`config.mk`:
```
export PLATFORM = sky130hd
export DESIGN_NAME = psram_cpu_bridge_flat
export DESIGN_NICKNAME = d
export VERILOG_FILES = /design/src/rtl/psram_cpu_bridge_if.sv /design/src/rtl/psram_cpu_bridge.sv /design/src/flat_wrapper.sv
export SDC_FILE = /design/constraint.sdc
export NUM_CORES = 1
export LEC_CHECK = 0
export CAP_MARGIN = 5
export CORE_ASPECT_RATIO = 1.2
export CORE_UTILIZATION = 45
export DETAILED_ROUTE_END_ITERATION = 6
export GPL_TIMING_DRIVEN = 0
export HOLD_SLACK_MARGIN = 0.06
export PLACE_DENSITY_LB_ADDON = 0.25
export SLEW_MARGIN = 40
export SYNTH_ARGS = -nofsm -noshare
export SYNTH_HDL_FRONTEND = slang
export SYNTH_SLANG_ARGS = --single-unit
```
`constraint.sdc`:
```
create_clock -name clk -period 6.2 [get_ports clk]
set_clock_uncertainty 0.05 [all_clocks]
set_input_delay 0.62 -clock clk [delete_from_list [all_inputs] [get_ports clk]]
set_output_delay 0.62 -clock clk [all_outputs]
set_load 0.03 [all_outputs]
```
`src/rtl/psram_cpu_bridge_if.sv`:
```
// Bus interfaces used by psram_cpu_bridge.
//
// cpu_bus_if  : CPU request/response channel.
//   master = CPU data bus decoder, slave = bridge.
//   cpu_req_valid/ready handshake; cpu_req_we, cpu_req_addr[23:0],
//   cpu_req_wdata[31:0], cpu_req_mask[3:0]; response is a one-cycle
//   cpu_rsp_valid pulse with cpu_rsp_rdata[31:0].
//
// word_bus_if : 32-bit PSRAM word-controller channel.
//   master = bridge, slave = word controller.
//   word_rd/word_wr one-cycle command pulses with word_addr[21:0] and
//   word_data[31:0]; the controller answers with word_busy, word_q[31:0]
//   and a word_q_valid pulse.

interface cpu_bus_if;
  logic        cpu_req_valid;
  logic        cpu_req_ready;
  logic        cpu_req_we;
  logic [23:0] cpu_req_addr;
  logic [31:0] cpu_req_wdata;
  logic [3:0]  cpu_req_mask;
  logic        cpu_rsp_valid;
  logic [31:0] cpu_rsp_rdata;

  modport master (
    output cpu_req_valid, cpu_req_we, cpu_req_addr, cpu_req_wdata, cpu_req_mask,
    input  cpu_req_ready, cpu_rsp_valid, cpu_rsp_rdata
  );

  modport slave (
    input  cpu_req_valid, cpu_req_we, cpu_req_addr, cpu_req_wdata, cpu_req_mask,
    output cpu_req_ready, cpu_rsp_valid, cpu_rsp_rdata
  );
endinterface

interface word_bus_if;
  logic        word_rd;
  logic        word_wr;
  logic [21:0] word_addr;
  logic [31:0] word_data;
  logic [31:0] word_q;
  logic        word_busy;
  logic        word_q_valid;

  modport master (
    output word_rd, word_wr, word_addr, word_data,
    input  word_q, word_busy, word_q_valid
  );

  modport slave (
    input  word_rd, word_wr, word_addr, word_data,
    output word_q, word_busy, word_q_valid
  );
endinterface

```
`src/rtl/psram_cpu_bridge.sv`:
```
// psram_cpu_bridge
// CPU-side initiator for the 32-bit PSRAM word controller. Accepts one CPU
// request at a time, issues whole-word reads/writes, and turns partial-mask
// writes into read-modify-write sequences. Mask-0 writes complete without
// touching the PSRAM. A missing busy acknowledge sets a sticky error flag.
//
// Ports
//   clk      : system clock
//   reset_n  : asynchronous active-low reset
//   cpu      : cpu_bus_if.slave  (request/response channel)
//   word     : word_bus_if.master (PSRAM word-controller channel)
//   err      : sticky ack-timeout flag, cleared only by reset
//
// All outputs are registered; their next values are derived from next_state
// so that each output lines up with the state it belongs to.

module psram_cpu_bridge #(
  parameter int ACK_TIMEOUT = 16
) (
  input  logic       clk,
  input  logic       reset_n,
  cpu_bus_if.slave   cpu,
  word_bus_if.master word,
  output logic       err
);

  localparam logic [7:0]  ACK_LIMIT = 8'(ACK_TIMEOUT);
  localparam logic [31:0] ERR_DATA  = 32'hDEAD_BEEF;

  typedef enum logic [2:0] {IDLE, ISSUE, WAIT_ACK, WAIT_DONE, MERGE, RESP} state_t;

  state_t      state, next_state;
  logic        lat_we, lat_we_d;
  logic [31:0] lat_wdata, lat_wdata_d;
  logic [3:0]  lat_mask, lat_mask_d;
  logic        rmw, rmw_d;
  logic        issue_wr, issue_wr_d;
  logic [7:0]  ack_cnt, ack_cnt_d;
  logic [31:0] rbuf, rbuf_d;
  logic [31:0] merged;
  logic        accept, ack_timeout;
  logic        ready_d, rsp_valid_d, rd_d, wr_d, err_d;
  logic [31:0] rdata_d, data_d;
  logic [21:0] addr_d;
  logic        unused_addr_bits;

  assign accept           = cpu.cpu_req_valid & cpu.cpu_req_ready;
  assign ack_timeout      = (state == WAIT_ACK) && !word.word_busy && (ack_cnt >= ACK_LIMIT);
  assign unused_addr_bits = ^cpu.cpu_req_addr[1:0];

  // State register
  always_ff @(posedge clk or negedge reset_n) begin
    if (!reset_n) state <= IDLE;
    else          state <= next_state;
  end

  // Next-state logic
  always_comb begin
    next_state = state;
    case (state)
      IDLE:      if (accept)
                   next_state = (cpu.cpu_req_we && cpu.cpu_req_mask == 4'h0) ? RESP : ISSUE;
      ISSUE:     if (!word.word_busy) next_state = WAIT_ACK;
      WAIT_ACK:  if (word.word_busy)            next_state = WAIT_DONE;
                 else if (ack_cnt >= ACK_LIMIT) next_state = RESP;
      WAIT_DONE: if (!word.word_busy) next_state = rmw ? MERGE : RESP;
      MERGE:     next_state = ISSUE;
      RESP:      next_state = IDLE;
      default:   next_state = IDLE;
    endcase
  end

  // Output / datapath next values. The command pulse is launched on the
  // ISSUE->WAIT_ACK transition, so it lasts exactly one cycle.
  always_comb begin
    ready_d     = (next_state == IDLE);
    rsp_valid_d = (next_state == RESP);
    rd_d        = (state == ISSUE) && (next_state == WAIT_ACK) && !issue_wr;
    wr_d        = (state == ISSUE) && (next_state == WAIT_ACK) && issue_wr;
    err_d       = err | ack_timeout;

    rbuf_d = rbuf;
    if (state == WAIT_DONE && word.word_q_valid) rbuf_d = word.word_q;

    merged = rbuf;
    for (int i = 0; i < 4; i++)
      if (lat_mask[i]) merged[8*i +: 8] = lat_wdata[8*i +: 8];

    // Read data only changes for plain reads or on a timeout
    rdata_d = cpu.cpu_rsp_rdata;
    if (ack_timeout)
      rdata_d = ERR_DATA;
    else if (state == WAIT_DONE && next_state == RESP && !lat_we)
      rdata_d = rbuf_d;

    // Ack counter saturates rather than wrapping
    ack_cnt_d = ack_cnt;
    if (state == ISSUE)
      ack_cnt_d = 8'd0;
    else if (state == WAIT_ACK && ack_cnt != 8'hFF)
      ack_cnt_d = ack_cnt + 8'd1;

    addr_d      = word.word_addr;
    data_d      = word.word_data;
    lat_we_d    = lat_we;
    lat_wdata_d = lat_wdata;
    lat_mask_d  = lat_mask;
    rmw_d       = rmw;
    issue_wr_d  = issue_wr;

    if (accept) begin
      lat_we_d    = cpu.cpu_req_we;
      lat_wdata_d = cpu.cpu_req_wdata;
      lat_mask_d  = cpu.cpu_req_mask;
      issue_wr_d  = cpu.cpu_req_we && (cpu.cpu_req_mask == 4'hF);
      rmw_d       = cpu.cpu_req_we && (cpu.cpu_req_mask != 4'hF) && (cpu.cpu_req_mask != 4'h0);
      // Mask-0 writes never reach the PSRAM, so the bus keeps its old values
      if (next_state == ISSUE) begin
        addr_d = cpu.cpu_req_addr[23:2];
        if (cpu.cpu_req_we && cpu.cpu_req_mask == 4'hF) data_d = cpu.cpu_req_wdata;
      end
    end

    // Second RMW phase: merged word goes out as a full write
    if (state == MERGE) begin
      data_d     = merged;
      rmw_d      = 1'b0;
      issue_wr_d = 1'b1;
    end
  end

  // Output and datapath registers
  always_ff @(posedge clk or negedge reset_n) begin
    if (!reset_n) begin
      cpu.cpu_req_ready <= 1'b0;
      cpu.cpu_rsp_valid <= 1'b0;
      cpu.cpu_rsp_rdata <= 32'h0;
      err               <= 1'b0;
      word.word_rd      <= 1'b0;
      word.word_wr      <= 1'b0;
      word.word_addr    <= 22'h0;
      word.word_data    <= 32'h0;
      lat_we            <= 1'b0;
      lat_wdata         <= 32'h0;
      lat_mask          <= 4'h0;
      rmw               <= 1'b0;
      issue_wr          <= 1'b0;
      ack_cnt           <= 8'h0;
      rbuf              <= 32'h0;
    end else begin
      cpu.cpu_req_ready <= ready_d;
      cpu.cpu_rsp_valid <= rsp_valid_d;
      cpu.cpu_rsp_rdata <= rdata_d;
      err               <= err_d;
      word.word_rd      <= rd_d;
      word.word_wr      <= wr_d;
      word.word_addr    <= addr_d;
      word.word_data    <= data_d;
      lat_we            <= lat_we_d;
      lat_wdata         <= lat_wdata_d;
      lat_mask          <= lat_mask_d;
      rmw               <= rmw_d;
      issue_wr          <= issue_wr_d;
      ack_cnt           <= ack_cnt_d;
      rbuf              <= rbuf_d;
    end
  end

endmodule
```
`src/flat_wrapper.sv`:
```
// flat-port wrapper written by rule: the top's interface ports become plain ports
module psram_cpu_bridge_flat 
#(
  parameter int ACK_TIMEOUT = 16
)
  (clk, reset_n, err, cpu_cpu_req_valid, cpu_cpu_req_we, cpu_cpu_req_addr, cpu_cpu_req_wdata, cpu_cpu_req_mask, cpu_cpu_req_ready, cpu_cpu_rsp_valid, cpu_cpu_rsp_rdata, word_word_rd, word_word_wr, word_word_addr, word_word_data, word_word_q, word_word_busy, word_word_q_valid);
  cpu_bus_if cpu_i ();
  word_bus_if word_i ();
  input  logic clk;
  input  logic reset_n;
  output logic err;
  input wire logic [$bits(cpu_i.cpu_req_valid)-1:0] cpu_cpu_req_valid;
  input wire logic [$bits(cpu_i.cpu_req_we)-1:0] cpu_cpu_req_we;
  input wire logic [$bits(cpu_i.cpu_req_addr)-1:0] cpu_cpu_req_addr;
  input wire logic [$bits(cpu_i.cpu_req_wdata)-1:0] cpu_cpu_req_wdata;
  input wire logic [$bits(cpu_i.cpu_req_mask)-1:0] cpu_cpu_req_mask;
  output wire logic [$bits(cpu_i.cpu_req_ready)-1:0] cpu_cpu_req_ready;
  output wire logic [$bits(cpu_i.cpu_rsp_valid)-1:0] cpu_cpu_rsp_valid;
  output wire logic [$bits(cpu_i.cpu_rsp_rdata)-1:0] cpu_cpu_rsp_rdata;
  output wire logic [$bits(word_i.word_rd)-1:0] word_word_rd;
  output wire logic [$bits(word_i.word_wr)-1:0] word_word_wr;
  output wire logic [$bits(word_i.word_addr)-1:0] word_word_addr;
  output wire logic [$bits(word_i.word_data)-1:0] word_word_data;
  input wire logic [$bits(word_i.word_q)-1:0] word_word_q;
  input wire logic [$bits(word_i.word_busy)-1:0] word_word_busy;
  input wire logic [$bits(word_i.word_q_valid)-1:0] word_word_q_valid;
  assign cpu_i.cpu_req_valid = cpu_cpu_req_valid;
  assign cpu_i.cpu_req_we = cpu_cpu_req_we;
  assign cpu_i.cpu_req_addr = cpu_cpu_req_addr;
  assign cpu_i.cpu_req_wdata = cpu_cpu_req_wdata;
  assign cpu_i.cpu_req_mask = cpu_cpu_req_mask;
  assign cpu_cpu_req_ready = cpu_i.cpu_req_ready;
  assign cpu_cpu_rsp_valid = cpu_i.cpu_rsp_valid;
  assign cpu_cpu_rsp_rdata = cpu_i.cpu_rsp_rdata;
  assign word_word_rd = word_i.word_rd;
  assign word_word_wr = word_i.word_wr;
  assign word_word_addr = word_i.word_addr;
  assign word_word_data = word_i.word_data;
  assign word_i.word_q = word_word_q;
  assign word_i.word_busy = word_word_busy;
  assign word_i.word_q_valid = word_word_q_valid;
  psram_cpu_bridge #(.ACK_TIMEOUT(ACK_TIMEOUT)) u_core (.clk(clk), .reset_n(reset_n), .cpu(cpu_i), .word(word_i), .err(err));
endmodule
```
==> impl_metrics.py, run 1 <==
metrics = {
    "hold_path": {
        "hold_path_startpoint": "u_core.issue_wr$_DFFE_PN0P_",
        "hold_end": "u_core.word.word_rd$_DFF_PN0_",
        "hp-class": "flop to flop",
        "holdPathStages": 1,
    },
    "placement": {
        "routabilityCongestion": 0.872,
        "port_buffers": 186,
        "preCtsSetupSlack_ps": 3010,
        "dpl.hpwl_mm": 13.6,
        "dpl-instance-area_sq_um": 9650,
    },
    "routing": {
        "wl_per_cell_um": 18.0,
        "drt_iter0_markers": 262,
        "drc": 0,
        "via_per_inst": 5.21,
        "final_antenna_net_count": 0,
        "routed_wl_mm": 18.7,
        "drtPass1Iterations": 4,
        "vias": 5426,
    },
    "sta": {
        "drv_slew": 0,
        "tightest_slew_ps": 766,
        "rsz0062_at_grt": "false",
        "period_needed_ps": 2760,
        "worst_slack_ps": 3440,
        "hold_viol_final": 0,
        "max_freq_mhz": 362,
        "setup_viol": 0,
        "max_slew_margin_pct": 48.9,
        "min_period_over_period_pct": 44.5,
    },
    "die": {
        "die_h_um": 143,
        "die-area_sq_um": 17100,
        "fp-row-count": 51,
        "ios": 189,
        "start_util_pct": 46.0,
        "die_w_um": 120,
        "core_area_sq_um": 16200,
    },
    "clock_network": {
        "cts_buffers": 17,
        "clkTransAtPathRegs_ps": 60,
        "clock_latency_ps": 420,
        "cts_resized": 0,
        "clock_sinks": 173,
        "htreeDepth": 4,
        "clock-root-buffer": "clkbuf_16",
        "clock_path_buffers": 2,
        "tritoncts": "done",
    },
    "global_routing": {
        "antenna_found_initial": 0,
        "grt_pass1_wl_mm": 30.2,
        "grt_pass1_vias": 5843,
        "grt_usage_pct": 23.2,
        "grt_start_max_net_pins": 73,
        "grt-ovfl-total": 0,
    },
    "synth": {
        "syn_inst": 609,
        "synthMuxAreaShare_pct": 22.7,
        "syn-mean-instance-area_sq_um": 12.2,
        "synthFlopType": "dfrtp_1",
        "synth_simple_gate_area_share_pct": 8.44,
        "synth_area_sq_um": 7460,
        "synthesis.nets": 709,
        "ys_types": 39,
        "synth-seq-area-share_pct": 58.0,
        "yosys_warnings": 0,
        "yosys.area_share.adder_pct": 0.335,
        "synthArstFlopShare_pct": 100,
        "synth_xor_area_share_pct": 0.470,
        "synth_top_family_by_area": "multiplexers",
        "ys_seq_elements": 173,
        "synth_compound_area_share_pct": 5.94,
        "synth_edf_count": 0,
    },
    "power_and_ir_drop": {
        "p_sw_share_pct": 35.4,
        "p_comb_share_pct": 41.8,
        "p_sw_mw": 1.81,
        "power_per_cell_area_nw_per_um2": 498,
        "power.total_mw": 5.11,
        "p_int_mw": 3.30,
        "ir_drop_mv": 0.221,
        "clkPwrFrac_pct": 21.3,
        "power_leakage_nw": 4.62,
        "seqPwrFrac_pct": 36.9,
    },
    "critical_path": {
        "required_ps": 6450,
        "rr_worst_depth": 7,
        "setup.worst_path.start_class": "input port",
        "worstSetupStartpoint": "cpu_cpu_req_valid",
        "worst-setup-path-type": "input port to flop",
        "cp-end-kind": "flop",
        "arrival_ps": 3010,
        "cp_max_fo": 10,
        "r2r_slack_ps": 3760,
        "rr_startpoint": "u_core.cpu.cpu_req_ready$_DFF_PN0_",
        "reg2reg_to": "u_core.word.word_data[8]$_DFFE_PN0P_",
    },
    "cells_and_area": {
        "layout_commonest_cell": "clkdlybuf4s50_1",
        "final_nets": 917,
        "fill_cells": 1298,
        "syn2layout_area_growth_pct": 37.5,
        "drive_gt1_share_pct": 20.5,
        "diodes": 0,
        "final_cell_mix": "clkdlybuf4s50_1 (185), dfrtp_1 (173), mux2_2 (120)",
        "final_area_sq_um": 10300,
    },
    "flow_run": {
        "cap_violations": 0,
    },
    "status": {
        "status": "completed",
    },
}
-- worst max path at each step --
stage                     depth (start not counted)  slack [ps]                               endpoint
final                                             8        3440   u_core.word.word_data[8]$_DFFE_PN0P_
after global routing                              8        3360  u_core.word.word_data[15]$_DFFE_PN0P_
after CTS                                         8        3460   u_core.word.word_data[8]$_DFFE_PN0P_
after detailed placement                          8        3010  u_core.word.word_data[14]$_DFFE_PN0P_
after global placement                            1       -2380              u_core.rbuf[16]$_DFF_PN0_
after floorplan                                   6        4020   u_core.word.word_data[6]$_DFFE_PN0P_
-- layer usage --
layer  up-vias  wire (um)  global-route usage (%)
li1       2515          -                       -
met3        27        930                    4.79
met4         0        366                    8.75
met2       167       9730                    41.3
met5         -          0                       0
met1      2717       7690                    27.5
-- through the flow --
step / util [%] / TNS, ps / hold WS, ps / instances
finish: 63.3 / 0 / 406 / 1041
floorplan: - / 0 / 274 / 609
CTS: 63.3 / 0 / 409 / 1041
global route: 63.3 / 0 / 444 / 1041
global placement: 59.1 / -409000 / 389 / 1007
detailed placement: 59.5 / 0 / 401 / 1009
-- sequential cells by signal, indices dropped and copies added (netlist names), 3 cells and up --
register                  cells
u_core.ack_cnt                8
u_core.cpu.cpu_rsp_rdata     32
u_core.lat_mask               4
u_core.lat_wdata             32
u_core.rbuf                  32
u_core.state                  3
u_core.word.word_addr        22
u_core.word.word_data        32
-- synthesized netlist by cell type, types with 6 or more instances --
| library cell | number | share of area [%] |
|---|---|---|
| a31oi_1 | 24 | 2.0 |
| buf_2 | 6 | 0.40 |
| nor2_1 | 68 | 3.4 |
| nand2b_1 | 11 | 0.92 |
| a21oi_1 | 40 | 2.7 |
| clkbuf_1 | 16 | 0.81 |
| mux2_2 | 120 | 18 |
| dfrtp_1 | 173 | 58 |
| nand2_1 | 17 | 0.86 |
| inv_1 | 31 | 1.6 |
| nand3_1 | 17 | 1.1 |
| mux2i_1 | 32 | 4.3 |
-- critical path, stage by stage --
cell,delay (ps)
clkdlybuf4s50_1,510
and2_1,130
clkbuf_1,370
o21ai_0,190
o221a_4,190
nor3_4,410
buf_6,230
mux2_2,350
-- power groups by stage --
stage	clock network [mW]	logic [mW]	registers, mW
3_5_place_dp	0	2.15	1.90
4_1_cts	1.11	2.15	1.89
3_3_place_gp	0	2.09	1.88
5_1_grt	1.16	2.29	1.95
2_1_floorplan	0	0.871	2.33
6_report	1.09	2.14	1.89
-- area by class of cell --
type | count | area (sq um) | share of cell area [%]
Clock buffer | 24 | 492 | 4.79
Buffer | 35 | 188 | 1.83
Inverter | 31 | 116 | 1.13
Sequential cell | 173 | 4330 | 42.2
Timing Repair Buffer | 189 | 1930 | 18.8
Multi-Input combinational cell | 370 | 2830 | 27.6
Clock inverter | 7 | 110 | 1.07
Tap cell | 212 | 265 | 2.59
-- cells by family (layout without fill, tap and decap cells) --
group                      after synthesis  count (layout)
xor gates and xnor gates                 4               4
buffers and inverters                   66             286
muxes                                  154             154
DFF                                    173             173
adders and majority gates                2               2
AOI/OAI and AO/OA                       76              76
and+or+nand+nor                        134             134
-- timing repair --
item,4_1_cts,5_1_grt
setup buffers,0,0
endpoints found under the hold margin,37,0
hold buffers,1,0
(Power assumes the default switching activity.)
==> run 2, diff against run 1 <==
clock period = 2.6 ns   (was 6.2 ns; I/O delays follow)
==> results of run 2 <==
The final DEF is identical to that of run 1. Status: completed.
Among the figures that moved: setup slack after placement 3010 ps -> -230 ps; setup slack after layout 3440 ps -> 156 ps; hold slack 406 ps -> 269 ps; start point of the critical path cpu_cpu_req_valid -> u_core.cpu.cpu_req_ready$_DFF_PN0_; register-to-register setup slack 3760 ps -> 160 ps; total power 5.11 mW -> 12.2 mW; worst IR drop on VDD 0.221 mV -> 0.526 mV
